--- config.mk ---
export PLATFORM = sky130hd
export DESIGN_NAME = money_dispenser
export DESIGN_NICKNAME = d
export VERILOG_FILES = /design/src/rtl/money_dispenser.sv
export SDC_FILE = /design/constraint.sdc
export NUM_CORES = 1
export LEC_CHECK = 0
export CAP_MARGIN = 20
export CELL_PAD_IN_SITES_DETAIL_PLACEMENT = 2
export CELL_PAD_IN_SITES_GLOBAL_PLACEMENT = 2
export CORE_MARGIN = 4
export CORE_UTILIZATION = 25
export DETAILED_ROUTE_END_ITERATION = 8
export PLACE_DENSITY_LB_ADDON = 0.1
export SLEW_MARGIN = 30
export SYNTH_ARGS = -nofsm -noshare
export SYNTH_HDL_FRONTEND = slang
export SYNTH_SLANG_ARGS = --single-unit
--- constraint.sdc ---
create_clock -name clock -period 2.6 [get_ports clock]
set_input_delay 0.52 -clock clock [delete_from_list [all_inputs] [get_ports clock]]
set_output_delay 0.52 -clock clock [all_outputs]
set_load 0.1 [all_outputs]
--- src/rtl/money_dispenser.sv ---
// rtl/money_dispenser.sv - note dispenser FSM: greedy 20/10 EUR payout with ack timeout and sticky fault
// All outputs are registered; they are computed from the next state each cycle.
module money_dispenser #(
    parameter int ACK_TIMEOUT = 15
) (
    input  logic       clock,
    input  logic       reset,
    input  logic       requestValid,
    input  logic [1:0] requestAmount,
    input  logic       dispenseAck,
    output logic       requestReady,
    output logic [4:0] outputNote,
    output logic       done,
    output logic       fault,
    output logic [7:0] notesDispensed
);

    localparam int TW = (ACK_TIMEOUT < 2) ? 1 : $clog2(ACK_TIMEOUT);
    localparam logic [TW-1:0] TIMER_LAST = TW'(ACK_TIMEOUT - 1);

    typedef enum logic [2:0] {
        S_IDLE,
        S_DISPENSE,
        S_GAP,
        S_DONE,
        S_FAULT
    } state_t;

    state_t        state_q, state_d;
    logic [4:0]    remaining_q, remaining_d;
    logic [TW-1:0] timer_q, timer_d;
    logic [4:0]    note_q, note_d;
    logic          ready_q, ready_d;
    logic          done_q, done_d;
    logic          fault_q, fault_d;
    logic [7:0]    count_q, count_d;

    function automatic logic [4:0] select_note(input logic [4:0] rem);
        return (rem >= 5'd20) ? 5'd20 : 5'd10;
    endfunction

    always_ff @(posedge clock or negedge reset) begin
        if (!reset) begin
            state_q     <= S_IDLE;
            remaining_q <= '0;
            timer_q     <= '0;
            note_q      <= '0;
            ready_q     <= 1'b1;
            done_q      <= 1'b0;
            fault_q     <= 1'b0;
            count_q     <= '0;
        end else begin
            state_q     <= state_d;
            remaining_q <= remaining_d;
            timer_q     <= timer_d;
            note_q      <= note_d;
            ready_q     <= ready_d;
            done_q      <= done_d;
            fault_q     <= fault_d;
            count_q     <= count_d;
        end
    end

    always_comb begin
        state_d     = state_q;
        remaining_d = remaining_q;
        timer_d     = timer_q;
        note_d      = note_q;
        ready_d     = 1'b0;
        done_d      = 1'b0;
        fault_d     = fault_q;
        count_d     = count_q;
        case (state_q)
            S_IDLE: begin
                ready_d = 1'b1;
                note_d  = '0;
                if (requestValid && (requestAmount != 2'b00)) begin
                    remaining_d = 5'd10 * {3'b000, requestAmount};
                    note_d      = select_note(remaining_d);
                    timer_d     = '0;
                    ready_d     = 1'b0;
                    state_d     = S_DISPENSE;
                end
            end
            S_DISPENSE: begin
                // An ack on the timeout edge still completes the note normally.
                if (dispenseAck) begin
                    remaining_d = remaining_q - note_q;
                    note_d      = '0;
                    if (count_q != 8'hFF) begin
                        count_d = count_q + 8'd1;
                    end
                    if (remaining_d != 5'd0) begin
                        state_d = S_GAP;
                    end else begin
                        state_d = S_DONE;
                        done_d  = 1'b1;
                    end
                end else if (timer_q == TIMER_LAST) begin
                    state_d = S_FAULT;
                    fault_d = 1'b1;
                    note_d  = '0;
                end else begin
                    timer_d = timer_q + TW'(1);
                end
            end
            S_GAP: begin
                note_d  = select_note(remaining_q);
                timer_d = '0;
                state_d = S_DISPENSE;
            end
            S_DONE: begin
                ready_d = 1'b1;
                note_d  = '0;
                state_d = S_IDLE;
            end
            S_FAULT: begin
                fault_d = 1'b1;
                note_d  = '0;
            end
            default: begin
                state_d = S_IDLE;
                ready_d = 1'b1;
                note_d  = '0;
            end
        endcase
    end

    assign requestReady   = ready_q;
    assign outputNote     = note_q;
    assign done           = done_q;
    assign fault          = fault_q;
    assign notesDispensed = count_q;

endmodule

==> impl_metrics.env <==
export IMPL_syn_num_nets=143
export IMPL_cts_tree="yes"
export IMPL_dieArea_sq_um=6870
export IMPL_fin_nets=165
export IMPL_synth_edf_count=0
export IMPL_ant_nets=0
export IMPL_status="finished clean"
export IMPL_cp_slowest_stage_delay_ns=0.47
export IMPL_grt_first_pass_wirelength_um=6110
export IMPL_fin_worst_skew_ns=0.00461
export IMPL_cp_top_family="compound AO/OA/AOI/OAI gates"
export IMPL_htree_levels=1
export IMPL_criticalPathCategory="in -> reg"
export IMPL_muxShareOfSynthArea_pct=2.59
export IMPL_num_rows=26
export IMPL_ir_worst_vdd_mv=0.203
export IMPL_fmax_ghz=0.488
export IMPL_cts_setup_buffers=0
export IMPL_final_cell_mix="dfrtp_1 (23), buf_4 (18), nand2_1 (9)"
export IMPL_slowest_stage="clkdlybuf4s50_1"
export IMPL_start_kind="input port"
export IMPL_wl_met3_um=82
export IMPL_synthArstFlopShare_pct=100
export IMPL_die_x_um=82.9
export IMPL_report_final_hold_viol_count=0
export IMPL_synth_xor_area_share_pct=6.61
export IMPL_synthFlopType="dfrtp_1"
export IMPL_drc=0
export IMPL_syn_to_final_growth_pct=21.3
export IMPL_crit_buf_inv=1
export IMPL_finalCritPeriodShare_pct=78.9
export IMPL_arrival_ns=2.21
export IMPL_clk_pin_slew_ns=0.10
export IMPL_dpl_cell_count=217
export IMPL_final_core_util_pct=32.2
export IMPL_period_needed_ns=2.05
export IMPL_cts_root_buf="clkbuf_8"
export IMPL_cts_resized=0
export IMPL_ys_ff_latch=24
export IMPL_io_pins=22
export IMPL_drv_slew=0
export IMPL_synth_top_family_by_area="simple AND/OR/NAND/NOR gates"
export IMPL_layoutNonFillerInstCount=221
export IMPL_track_usage_pct=11.0
export IMPL_wl_met2_um=1910
export IMPL_synth_cell_area_sq_um=1400
export IMPL_yosys_area_share_simple_pct=17.9
export IMPL_drive_gt1_share_pct=21.9
export IMPL_clk_path_buf_depth=2
export IMPL_cp_cell_sequence="clkdlybuf4s50_1, o21a_1, a31oi_4, mux2_4, a311o_1"
export IMPL_cts_sinks=24
export IMPL_drv_cap=0
export IMPL_synth_cells=130
export IMPL_cts_buffers=3
export IMPL_leakage_nw=0.780
export IMPL_setup_violations=0
export IMPL_syn_avg_cell_area_sq_um=10.8
export IMPL_start_util_pct=26.6
export IMPL_grt_pass1_vias=1179
export IMPL_coreArea_sq_um=5270
export IMPL_power_density_nw_per_um2=438
export IMPL_yosysWarnings=0
export IMPL_hold_path_class="reg -> reg"
export IMPL_viasPerCell=4.77
export IMPL_rsz0062_at_grt="no"
export IMPL_synth_adder_area_share_pct=6.79
export IMPL_hold_slack_ns=0.473
export IMPL_totalWireLength_um=3670
export IMPL_dr_max_layer_used="met4"
export IMPL_finalSetupTns_ns=0
export IMPL_dr_pass1_iters=3
export IMPL_vias=1055
export IMPL_drt_iter0_markers=24
export IMPL_overflow=0
export IMPL_power_mw=0.744
export IMPL_cp_data_required_time_ns=2.76
export IMPL_portBuffers=20
export IMPL_ys_seq_area_share_pct=42.9
export IMPL_crit_path_end_kind="register"
export IMPL_antenna_found_initial=0
export IMPL_grt_max_degree=25
export IMPL_wire_per_inst_um=16.6
export IMPL_synth_distinct_cells=51
export IMPL_place_congestion=0.717
export IMPL_layout_commonest_cell="dfrtp_1"
export IMPL_worstSkewPairLatency_ns=0.27
export IMPL_wl_met1_um=1650
export IMPL_antenna_cells=0
export IMPL_dpl_hpwl_um=2860
export IMPL_die_y_um=82.9
export IMPL_cts_hold_fix_buffers=0
export IMPL_synth_compound_area_share_pct=16.9
export IMPL_crit_path_max_fanout=7
## routing by layer
metal / vias up / track usage [%]
li1: 501 / -
met1: 537 / 13.2
met2: 15 / 19.7
met3: 2 / 2.67
met4: 0 / 2.23
met5: - / 0
## final timing paths
path,startpoint,endpoint,slack (ns),depth (start not counted)
max,requestAmount[1],remaining_q[4],0.55,5
min,fault,fault,0.47,1
max reg2reg,state_q[0],remaining_q[4],0.74,4
min reg2reg,fault,fault,0.47,1
max in group asynchronous,reset,requestReady,1.70,2
min in group asynchronous,reset,timer_q[2],0.61,2
## layout make-up
cell class                 instances  area (sq um)
fill                             598          3570
multi-input combinational         90           714
sequential                        24           602
timing repair buffer              23           185
tap                               70          87.6
clock buffer                       3          41.3
inverter                          10          38.8
clock inverter                     1          30.0
## kinds of logic (layout without fill, tap and decap cells)
logic type	count (synthesis)	after routing
AOI/OAI and AO/OA	31	31
xor gates and xnor gates	9	9
adders and majority gates	7	7
buffers and inverters	16	37
DFF	24	24
muxes	3	3
other	1	1
and+or+nand+nor	39	39
## metrics by stage
step / worst slack (ns) / area [sq um]
2_1_floorplan: 0.250 / 1400
3_3_place_gp: 0.315 / 1630
5_1_grt: 0.491 / 1700
3_5_place_dp: 0.268 / 1630
4_1_cts: 0.557 / 1700
6_report: 0.549 / 1700
## state kept, by name (all words and copies together) (netlist names)
signal / count
fault: 1
notesDispensed: 8
remaining_q: 4
outputNote: 2
timer_q: 4
requestReady: 1
done: 1
state_q: 3
## power breakdown
| group | switching [mW] | leakage (nW) | internal [mW] |
|---|---|---|---|
| Combinational | 0.0224 | 0.423 | 0.0107 |
| Sequential | 0 | 0.321 | 0.373 |
| Clock | 0.132 | 0.0357 | 0.206 |
| Total | 0.155 | 0.780 | 0.590 |
## worst reg2reg max path, cell delays in order (launching register included)
cell	delay, ns
dfrtp_1	0.60
nor3b_4	0.42
nor2b_1	0.13
mux2_4	0.28
a311o_1	0.31
## cell usage after synthesis (all sizes together) (3+ instances only)
library cell / n / share of area (%)
nand2: 9 / 2.4
xor2: 3 / 1.9
inv: 9 / 2.4
dfrtp: 23 / 41
and2: 3 / 1.3
nor2: 6 / 2.1
o21ai: 7 / 2.5
nand3: 7 / 2.5
xnor2: 5 / 3.1
buf: 6 / 3.3
a31oi: 3 / 2.9
a21o: 3 / 1.6
a21oi: 5 / 1.8
ha: 6 / 5.4
Power figures use the tool's default switching activity.
